### src/rtl/mem_arb_ctrl.sv
// mem_arb_ctrl: arbitrates the CPU data port and instruction-fetch port onto one memory bus.
// A grant latches the request into registered bus outputs. The strobe stays up while bus_full
// holds the request state. The captured read data or the write completion is reported by a
// one-cycle valid pulse.
// Optional build macro: MEMCTRL_TIMEOUT_EN. When it is defined, a request state aborts with an
// err pulse after TIMEOUT consecutive bus_full cycles. Without it, err is tied low and the
// controller waits indefinitely.
module mem_arb_ctrl #(
  parameter int unsigned ADDR_W  = 32,
  parameter int unsigned DATA_W  = 32,  // must be a multiple of 8
  parameter int unsigned TIMEOUT = 15
) (
  input  logic                  clk,
  input  logic                  rst,
  input  logic                  data_en,
  input  logic                  memRead,
  input  logic                  memWrite,
  input  logic [ADDR_W-1:0]     address_in,
  input  logic [DATA_W-1:0]     data_in_CPU,
  input  logic [DATA_W/8-1:0]   byte_en,
  input  logic                  instr_en,
  input  logic [ADDR_W-1:0]     pc_in,
  input  logic [DATA_W-1:0]     data_in_BUS,
  input  logic                  bus_full,
  output logic [2:0]            state,
  output logic [ADDR_W-1:0]     address_out,
  output logic [DATA_W-1:0]     data_out_BUS,
  output logic [DATA_W/8-1:0]   byte_sel,
  output logic                  bus_read,
  output logic                  bus_write,
  output logic [DATA_W-1:0]     data_out_CPU,
  output logic [DATA_W-1:0]     data_out_INSTR,
  output logic                  data_valid,
  output logic                  instr_valid,
  output logic                  err,
  output logic                  cpu_stall
);

  localparam int unsigned BeW = DATA_W / 8;

  typedef enum logic [2:0] {
    StIdle  = 3'd0,
    StRdReq = 3'd1,
    StWrReq = 3'd2,
    StRead  = 3'd3,
    StWrite = 3'd4
  } state_e;

  state_e              state_q, state_d;
  logic                last_grant_q, last_grant_d;  // 1: instruction port was granted last
  logic                src_instr_q, src_instr_d;    // source of the transaction in flight
  logic [ADDR_W-1:0]   address_out_q, address_out_d;
  logic [DATA_W-1:0]   data_out_bus_q, data_out_bus_d;
  logic [BeW-1:0]      byte_sel_q, byte_sel_d;
  logic                bus_read_q, bus_read_d;
  logic                bus_write_q, bus_write_d;
  logic [DATA_W-1:0]   data_out_cpu_q, data_out_cpu_d;
  logic [DATA_W-1:0]   data_out_instr_q, data_out_instr_d;
  logic                data_valid_q, data_valid_d;
  logic                instr_valid_q, instr_valid_d;

  logic req_state;
  logic data_pend;
  logic grant_data;
  logic timeout_hit;

  assign req_state  = (state_q == StRdReq) || (state_q == StWrReq);
  // data_en without a read or write strobe is not a request.
  assign data_pend  = data_en && (memRead || memWrite);
  // On a tie, the port that was not granted last wins.
  assign grant_data = data_pend && (!instr_en || last_grant_q);

`ifdef MEMCTRL_TIMEOUT_EN
  localparam int unsigned CntW = (TIMEOUT > 1) ? $clog2(TIMEOUT) : 1;
  localparam logic [CntW-1:0] CntMax = CntW'((TIMEOUT > 0) ? TIMEOUT - 1 : 0);

  logic [CntW-1:0] busy_cnt_q, busy_cnt_d;
  logic            err_q;

  // The abort fires on the TIMEOUT-th consecutive stalled cycle of a request state.
  assign timeout_hit = req_state && bus_full && (busy_cnt_q == CntMax);

  // Count consecutive stalled cycles; any state change restarts the run.
  always_comb begin
    busy_cnt_d = '0;
    if (req_state && bus_full && !timeout_hit) begin
      busy_cnt_d = busy_cnt_q + 1'b1;
    end
  end

  // Stall counter and the one-cycle error pulse.
  always_ff @(posedge clk) begin
    if (rst) begin
      busy_cnt_q <= '0;
      err_q      <= 1'b0;
    end else begin
      busy_cnt_q <= busy_cnt_d;
      err_q      <= timeout_hit;
    end
  end

  assign err = err_q;
`else
  assign timeout_hit = 1'b0;
  assign err         = 1'b0;
`endif

  // Next-state and next-output decode for the arbiter FSM.
  always_comb begin
    state_d          = state_q;
    last_grant_d     = last_grant_q;
    src_instr_d      = src_instr_q;
    address_out_d    = address_out_q;
    data_out_bus_d   = data_out_bus_q;
    byte_sel_d       = byte_sel_q;
    bus_read_d       = bus_read_q;
    bus_write_d      = bus_write_q;
    data_out_cpu_d   = data_out_cpu_q;
    data_out_instr_d = data_out_instr_q;
    data_valid_d     = 1'b0;
    instr_valid_d    = 1'b0;

    case (state_q)
      StIdle: begin
        if (grant_data) begin
          last_grant_d  = 1'b0;
          src_instr_d   = 1'b0;
          address_out_d = address_in;
          // A request with both strobes set is treated as a write.
          if (memWrite) begin
            state_d        = StWrReq;
            bus_write_d    = 1'b1;
            data_out_bus_d = data_in_CPU;
            byte_sel_d     = byte_en;
          end else begin
            state_d        = StRdReq;
            bus_read_d     = 1'b1;
            data_out_bus_d = '0;
            byte_sel_d     = '1;
          end
        end else if (instr_en) begin
          last_grant_d   = 1'b1;
          src_instr_d    = 1'b1;
          address_out_d  = pc_in;
          state_d        = StRdReq;
          bus_read_d     = 1'b1;
          data_out_bus_d = '0;
          byte_sel_d     = '1;
        end
      end

      StRdReq, StWrReq: begin
        if (timeout_hit || !bus_full) begin
          if (timeout_hit) begin
            state_d = StIdle;
          end else if (state_q == StRdReq) begin
            state_d = StRead;
          end else begin
            state_d = StWrite;
          end
          bus_read_d     = 1'b0;
          bus_write_d    = 1'b0;
          address_out_d  = '0;
          data_out_bus_d = '0;
          byte_sel_d     = '0;
        end
      end

      StRead: begin
        if (src_instr_q) begin
          data_out_instr_d = data_in_BUS;
          instr_valid_d    = 1'b1;
        end else begin
          data_out_cpu_d = data_in_BUS;
          data_valid_d   = 1'b1;
        end
        state_d = StIdle;
      end

      StWrite: begin
        data_valid_d = 1'b1;
        state_d      = StIdle;
      end

      // Unused encodings recover to IDLE with the bus released.
      default: begin
        state_d        = StIdle;
        bus_read_d     = 1'b0;
        bus_write_d    = 1'b0;
        address_out_d  = '0;
        data_out_bus_d = '0;
        byte_sel_d     = '0;
      end
    endcase
  end

  // FSM state, arbitration history and all registered outputs.
  always_ff @(posedge clk) begin
    if (rst) begin
      state_q          <= StIdle;
      last_grant_q     <= 1'b1;  // data port wins the first tie
      src_instr_q      <= 1'b0;
      address_out_q    <= '0;
      data_out_bus_q   <= '0;
      byte_sel_q       <= '0;
      bus_read_q       <= 1'b0;
      bus_write_q      <= 1'b0;
      data_out_cpu_q   <= '0;
      data_out_instr_q <= '0;
      data_valid_q     <= 1'b0;
      instr_valid_q    <= 1'b0;
    end else begin
      state_q          <= state_d;
      last_grant_q     <= last_grant_d;
      src_instr_q      <= src_instr_d;
      address_out_q    <= address_out_d;
      data_out_bus_q   <= data_out_bus_d;
      byte_sel_q       <= byte_sel_d;
      bus_read_q       <= bus_read_d;
      bus_write_q      <= bus_write_d;
      data_out_cpu_q   <= data_out_cpu_d;
      data_out_instr_q <= data_out_instr_d;
      data_valid_q     <= data_valid_d;
      instr_valid_q    <= instr_valid_d;
    end
  end

  assign state          = state_q;
  assign address_out    = address_out_q;
  assign data_out_BUS   = data_out_bus_q;
  assign byte_sel       = byte_sel_q;
  assign bus_read       = bus_read_q;
  assign bus_write      = bus_write_q;
  assign data_out_CPU   = data_out_cpu_q;
  assign data_out_INSTR = data_out_instr_q;
  assign data_valid     = data_valid_q;
  assign instr_valid    = instr_valid_q;
  assign cpu_stall      = (state_q != StIdle);

endmodule

### config.mk
export PLATFORM = sky130hd
export DESIGN_NAME = mem_arb_ctrl
export DESIGN_NICKNAME = d
export VERILOG_FILES = /design/src/rtl/mem_arb_ctrl.sv
export SDC_FILE = /design/constraint.sdc
export NUM_CORES = 1
export LEC_CHECK = 0
export BUFFER_PORTS_ARGS = -buffer_cell sky130_fd_sc_hd__buf_2
export CAP_MARGIN = 20
export CELL_PAD_IN_SITES_DETAIL_PLACEMENT = 0
export CELL_PAD_IN_SITES_GLOBAL_PLACEMENT = 2
export CORE_MARGIN = 1
export CORE_UTILIZATION = 24
export CTS_BUF_LIST = sky130_fd_sc_hd__clkbuf_2 sky130_fd_sc_hd__clkbuf_4 sky130_fd_sc_hd__clkbuf_8
export DETAILED_ROUTE_END_ITERATION = 8
export PLACE_DENSITY_LB_ADDON = 0.1
export SLEW_MARGIN = 0
export SYNTH_ARGS = -nofsm -noshare
export SYNTH_HDL_FRONTEND = slang
export SYNTH_SLANG_ARGS = --single-unit
### constraint.sdc
create_clock -name clk -period 1.8 [get_ports clk]
set_input_delay 0.18 -clock clk [delete_from_list [all_inputs] [get_ports clk]]
set_output_delay 0.18 -clock clk [all_outputs]
set_load 0.005 [all_outputs]
# After elaboration in Yosys (flattened, before gate mapping)
# Cells that the tools add are included.
# word_totals
reg_bits	141
in_bits	139
out_inout_bits	141
word_cells	73
# op_classes
n_eq_ne	9
mux	31
bitwise	3
reduce_logical	18
# op_table
op	n
two-way mux 32 bit	6
case mux 32 bit (3 select lines)	2
two-way mux 4 bit	4
two-way mux 3 bit	4
case mux 4 bit (3 select lines)	1
two-way mux 1 bit	9
AND reduction 2 bit	4
AND reduction 4 bit	2
equality test 3 x 2 -> 1 bit (second input constant)	2
!= test 2 bit (second input constant)	3
!= test 3 bit (second input constant)	2
case mux 1 bit (3 select lines)	2
case mux 3 bit (2 select lines)	1
OR reduction 2 bit	3
equality test 3 x 1 -> 1 bit (second input constant)	1
equality test 3 bit (second input constant)	1
zero test 3 bit	1
inverter 1 bit	3
AND reduction 3 bit	1
nonzero test 3 bit	1
logical AND 1 bit	2
logical OR 1 bit	2
two-way mux 2 bit	1
case mux 1 bit (2 select lines)	1
other kinds (2)	2

# Longest topological paths before layout
# Gate-level depths: netlist (run 1).
# depth
depth_word	5
mapped_depth	7
ltp_nobuf	5

# Least setup slack after synthesis (run 1)
# No wires, ideal clock.
# synth_path
kind	reg-to-reg
startpoint	reg state_q[1] (netlist: state[1])
endpoint	reg data_out_bus_q[0] (netlist: data_out_BUS[0])
setup_ps	117
t_arrival_ps	1632
t_required_ps	1683
path_slack_ps	51
stages_incl_launch_ff	7
n_path_buf	2
synth_period_minus_slack_ps	1749
cell_sequence	dfxtp_1 buf_6 mux2_1 a311oi_2 a2111oi_4 buf_6 a22o_1
# synth_via
elab_chain_cells	4
word_cells_on_any_way	12
cone_classes	eq/ne (6); mux (1); bitwise (1); reduce/logical (4)
# synth_lines
element	line_no	rtl
start: declaration	49	state_e state_q, state_d;
start signal: assignment	200	state_q <= StIdle;
start signal: assignment	213	state_q <= state_d;
equality test 3 x 1 -> 1 bit, or another cell as far along	123	case (state_q)
OR reduction 2 bit (on tied branches)	n/a	
!= test 2 bit (no source line) / inverter 1 bit (equally long branches)	n/a	
AND reduction 3 bit (no source line)	n/a	
end signal: assignment	217	data_out_bus_q <= data_out_bus_d;
end: declaration	53	logic [DATA_W-1:0] data_out_bus_q, data_out_bus_d;
# Parallel ways exist; a longest one is shown, timed or not.
# A chain may end at the register's enable or synchronous reset.

# Worst setup path after layout (run 1)
# layout_path
startpoint	in bus_full
endpoint	reg data_out_bus_q[29] (netlist: data_out_BUS[29])
# layout_via
elab_chain_cells	2
# layout_lines
element	line_no	rtl
start: declaration	24	input logic bus_full,
!= test 2 bit (no source line)	n/a	
AND reduction 3 bit (no source line)	n/a	
# No other way between the ends.

==> impl_results.md, run 1 <==
* Outcome: completed
* Vias in the first global route at 5343
* DIE AREA at 22700 sq um
* CTS tree: yes
* Num CTS Buffers at 17
* HPWL after DPL at 12300 microns
* Number of synthesized flops with an enable pin at 0
* Final hold violations at 0
* Rows at 53
* Synthesis-to-layout area growth at 62.0%
* DR WL met3 at 1170 microns
* Crit-path max cell delay at 650 ps
* Antenna violations before repair at 0
* Clk sinks at 141
* Nets at 1056
* Input/output buffers at 278
* Wl on met1 at 7710 microns
* Post-route ant nets at 0
* Max Slew Vio Count at 0
* Min-Delay Path Class: input pin to flop
* Via/cell ratio at 4.42
* Diode count at 0
* Final setup violation count at 0
* Crit path time final at 1780 ps
* Global-route wire length before repair at 27400 microns
* Register bit count reported by yosys at 141
* Setup CP Type: input pin to flop
* Die H at 151 microns
* Synth Area per Inst at 9.95 sq um
* Top_reg_cell synth: dfxtp_1
* H-tree lvl count at 4
* Final std cells w/o fill at 1205
* Initial Util at 0.248
* Most common cell after layout, fill and taps aside: buf_2
* I/O pins at 280
* Routability Congestion at 0.726
* Final setup skew at 13.3 ps
* Post-DR wirelength/cell at 15.1 microns
* Clock Path Buffers at 2
* Clock Latency Late Sink at 450 ps
* Total wire length at 18300 microns
* CTS root buf: clkbuf_8
* Pleak at 3.89 nW
* Syn Nets at 671
* Total gr overflow at 0
* Pwr Total at 7.34 mW
* Asr flop ratio synth at 0
* Critical path fanouts, max at 32
* # Max-Cap Violations at 0
* Share of cells above drive strength 1 at 0.403
* Startpoint class of the critical path: input pin
* Syn Std Cell Area at 5290 sq um
* Most frequent cells in the layout: buf_2 (277), dfxtp_1 (139), nand2_1 (133)
* Unique cell type count in the Yosys netlist at 40
* Crit-path cells: dlygate4sd3_1 > mux2_1 > a311oi_2 > a2111oi_4 > buf_4 > clkbuf_16 > a22o_1
* Dpl cells at 1067
* YS warnings at 0
* Met2 WL at 9160 microns
* Type of element capturing the critical path: flop
* Post-route DRC violation count at 0
* Part of the Yosys area used for sequential elements at 0.533
* GRT Util Overall at 0.157
* Vias post-DR at 5331
* DIE WIDTH at 151 microns
* Sum of negative setup slack at 0 ps
* Core outline area at 21400 sq um
* Placed inst area at 7080 sq um
* Final Cycle Share at 0.990
* Post-Synthesis Cells at 532
* Clock transition at the registers of the reported paths at 90 ps
* Worst endpoint data arrival time at 2120 ps
* WHS at 27.3 ps
* Drt initial violations at 140
* Peak VDD IR at 0.380 mV
* Fmax at 0.561 GHz
* Largest net degree at the start of global routing at 65
* DRT Pass-1 Iters at 5
* Top sig layer: met4
* Crit-path slowest cell: dlygate4sd3_1
* Post-route cell area at 8580 sq um
* Power per cell area at 855 nW/um^2
* Critical path required time at 2140 ps
-- area by class of cell --
| cell class | instances | area, sq um |
|---|---|---|
| well taps | 275 | 344 |
| clock buffers | 20 | 275 |
| fillers | 2167 | 12800 |
| flip-flops and latches | 141 | 2830 |
| multi-input cells | 348 | 2280 |
| inverters | 2 | 7.51 |
| clock inverters | 12 | 128 |
| repair buffers | 407 | 2720 |
-- sequential cells by signal (all words and copies together) (netlist names), 3 cells and up --
signal          cells
byte_sel            4
data_out_INSTR     32
data_out_CPU       32
address_out        32
data_out_BUS       32
state               3
-- layer usage --
metal | vias up | global-route usage
met1 | 2514 | 0.183
met4 | 0 | 0.0530
li1 | 2638 | -
met3 | 19 | 0.0485
met5 | - | 0
met2 | 160 | 0.271
-- synthesized netlist by cell type, types with 3 or more instances --
cell type  count  area [sq um]
a21oi_1       73           365
a22o_1        32           280
buf_1          3          11.3
buf_2          3          15.0
buf_6          7          78.8
clkbuf_1      27           101
dfxtp_1      141          2820
mux2i_1       33           330
nand2_1      133           499
nor2_1         7          26.3
nor3_1         3          15.0
o2111ai_1      4          35.0
o21ai_1        5          25.0
o2bb2ai_1      5          43.8
o2bb2ai_2     27           405
-- critical path: cells and delay by family --
family | cells | cell delay, ps
buffers and inverters | 3 | 990
muxes | 1 | 340
AOI/OAI and AO/OA | 3 | 590
-- cells by family after synthesis --
kind of cell,synth area share
and+or+nand+nor,0.121
AOI/OAI and AO/OA,0.235
DFF,0.533
buffers and inverters,0.0418
muxes,0.0667
adders and majority gates,0.00189
other,0.000708
-- per-stage QoR --
stage	utilization	worst slack, ps
after floorplan	-	51.3
after global placement	0.332	107
after detailed placement	0.332	25.3
after CTS	0.399	7.54
after global routing	0.402	-2.85
final	0.402	18.0
-- path summary, 6_finish.rpt --
path,slack [ps],from,depth (start not counted),end
worst max-delay path,20,bus_full,7,data_out_BUS[29]
worst min register to register,460,data_out_INSTR[21],2,data_out_INSTR[21]
worst min-delay path,30,address_in[31],3,address_out[31]
worst max register to register,60,state[1],6,data_out_BUS[29]
-- power breakdown --
part / leakage [nW] / switching, mW / internal (mW)
sequential: 1.15 / 0.107 / 3.30
combinational: 2.54 / 0.639 / 0.691
clock: 0.208 / 1.36 / 1.24
-- timing repair --
action                                  4_1_cts  5_1_grt
pin swaps                                     0        2
cloned                                        0        1
resized for setup                             1        9
setup buffers                                 0        2
hold buffers                                102        2
hold endpoints to repair                    117        1
endpoints found under the setup margin        1       64
(Power assumes the default switching activity.)
==> run 2: changes to the inputs <==
MAX_ROUTING_LAYER = met4   (was unset)
PLACE_DENSITY = 0.81   (was unset)
PLACE_DENSITY_LB_ADDON = unset   (was 0.1)
==> impl_results.md, run 2 (same netlist as run 1, synthesis figures left out) <==
* Routability Congestion at 0.751 (was 0.726)
* Core outline area at 21400 sq um (unchanged)
* Antenna violations before repair at 0 (unchanged)
* Max Slew Vio Count at 0 (unchanged)
* Comb power frac at 0.183 (was 0.181)
* Power per cell area at 841 nW/um^2 (was 855 nW/um^2)
* Share of cells above drive strength 1 at 0.399 (was 0.403)
* Most common cell after layout, fill and taps aside: buf_2 (unchanged)
* DIE WIDTH at 151 microns (unchanged)
* Via/cell ratio at 4.32 (was 4.42)
* Rows at 53 (unchanged)
* Outcome: completed (unchanged)
* I/O pins at 280 (unchanged)
* Total gr overflow at 0 (unchanged)
* Type of element capturing the critical path: flop (unchanged)
* Final setup violation count at 0 (unchanged)
* Post-place setup slack at 51.7 ps (was 25.3 ps)
* Most frequent cells in the layout: buf_2 (278), dfxtp_1 (140), nand2_1 (133) (was buf_2 (277), dfxtp_1 (139), nand2_1 (133))
* Startpoint class of the critical path: input pin (unchanged)
* Final worst setup slack at 3.36 ps (was 18.0 ps)
* DRT Pass-1 Iters at 4 (was 5)
* Largest net degree at the start of global routing at 73 (was 65)
* Crit path time final at 1800 ps (was 1780 ps)
* Total wire length at 17900 microns (was 18300 microns)
* Pleak at 3.92 nW (was 3.89 nW)
* Post-DR wirelength/cell at 14.8 microns (was 15.1 microns)
* Num CTS Buffers at 17 (unchanged)
* HPWL after DPL at 11600 microns (was 12300 microns)
* Met2 usage at 0.261 (was 0.271)
* Clock Path Buffers at 2 (unchanged)
* Met3 Use GR at 0.0391 (was 0.0485)
* Vias post-DR at 5241 (was 5331)
* Nets at 1063 (was 1056)
* Sum of negative setup slack at 0 ps (unchanged)
* Min-Delay Path Class: input pin to flop (unchanged)
* NetSw at 2.06 mW (was 2.10 mW)
* Peak VDD IR at 0.409 mV (was 0.380 mV)
* Final hold violations at 0 (unchanged)
* Post-route ant nets at 0 (unchanged)
* Clk sinks at 141 (unchanged)
* GR Util met1 at 0.184 (was 0.183)
* Clock power share at 0.348 (was 0.355)
* Synthesis-to-layout area growth at 63.1% (was 62.0%)
* Busiest grt layer: met2 (unchanged)
* RSZ-0062 raised after global routing: false
* Share of power burned in registers at 0.469 (was 0.464)
* Input/output buffers at 278 (unchanged)
* Vias in the first global route at 5086 (was 5343)
* Worst R2R Setup Slack at 80 ps (was 60 ps)
* Final Cycle Share at 0.998 (was 0.990)
* CTS root buf: clkbuf_8 (unchanged)
* Die H at 151 microns (unchanged)
* # Max-Cap Violations at 0 (unchanged)
* Diode count at 0 (unchanged)
* P_int at 5.19 mW (was 5.23 mW)
* Critical path required time at 2130 ps (was 2140 ps)
* Clock transition at the registers of the reported paths at 90 ps (about the same)
* Clock Latency Late Sink at 440 ps (was 450 ps)
* DIE AREA at 22700 sq um (unchanged)
* Setup CP Type: input pin to flop (unchanged)
* GRT Util Overall at 0.157 (about the same)
* Worst endpoint data arrival time at 2130 ps (was 2120 ps)
* CTS tree: yes (unchanged)
* Critical path fanouts, max at 46 (was 32)
* Sw Share at 0.285 (was 0.287)
* Final setup skew at 14.3 ps (was 13.3 ps)
* Global-route wire length before repair at 26600 microns (was 27400 microns)
* H-tree lvl count at 4 (unchanged)
* Pwr Total at 7.26 mW (was 7.34 mW)
* WHS at 37.3 ps (was 27.3 ps)
* Drt initial violations at 162 (was 140)
* Fmax at 0.557 GHz (was 0.561 GHz)
* Post-route DRC violation count at 0 (unchanged)
* Initial Util at 0.248 (unchanged)
[run 2: per-layer routing]
layer	routed length, microns	vias up
met4	225	0
met3	838	15
met5	0	-
met1	7820	2423
li1	-	2660
met2	9040	143
[run 2: what timing repair did]
item,in CTS,in global routing
endpoints found under the setup margin,0,37
hold buffers,108,3
gates resized for setup,0,3
endpoints found under the hold margin,120,3
buffers inserted,0,0
[run 2: critical path, stage by stage]
cell	delay, ps
dlygate4sd3_1	560
buf_2	170
mux2_1	310
a311oi_2	320
a2111oi_4	100
buf_12	200
a22o_1	260
[run 2: final timing paths]
| path | to | startpoint | cells after the start |
|---|---|---|---|
| max reg2reg | data_out_BUS[9] | state[1] | 5 |
| max | data_out_BUS[9] | bus_full | 7 |
| min | address_out[20] | address_in[20] | 3 |
| min reg2reg | data_out_INSTR[15] | data_out_INSTR[15] | 2 |
[run 2: cell type report]
type | count | area [sq um]
Timing Repair Buffer | 414 | 2790
Multi-Input combinational cell | 348 | 2270
Tap cell | 275 | 344
Clock buffer | 19 | 262
Inverter | 2 | 7.51
Clock inverter | 13 | 131
Fill cell | 2187 | 12700
Sequential cell | 141 | 2820
[run 2: power groups by stage]
stage	registers [mW]	logic (mW)	clock network (mW)
after floorplan	3.49	0.567	0
after global placement	3.48	1.13	0
after detailed placement	3.47	1.14	0
after CTS	3.40	1.33	2.65
after global routing	3.43	1.44	2.78
final	3.40	1.32	2.53
[run 2: through the flow]
| step | instance area, sq um | util | cells |
|---|---|---|---|
| 2_1_floorplan | 5290 | - | 532 |
| 3_3_place_gp | 7120 | 0.334 | 1069 |
| 3_5_place_dp | 7120 | 0.334 | 1069 |
| 4_1_cts | 8600 | 0.403 | 1209 |
| 5_1_grt | 8630 | 0.404 | 1212 |
| 6_report | 8630 | 0.404 | 1212 |
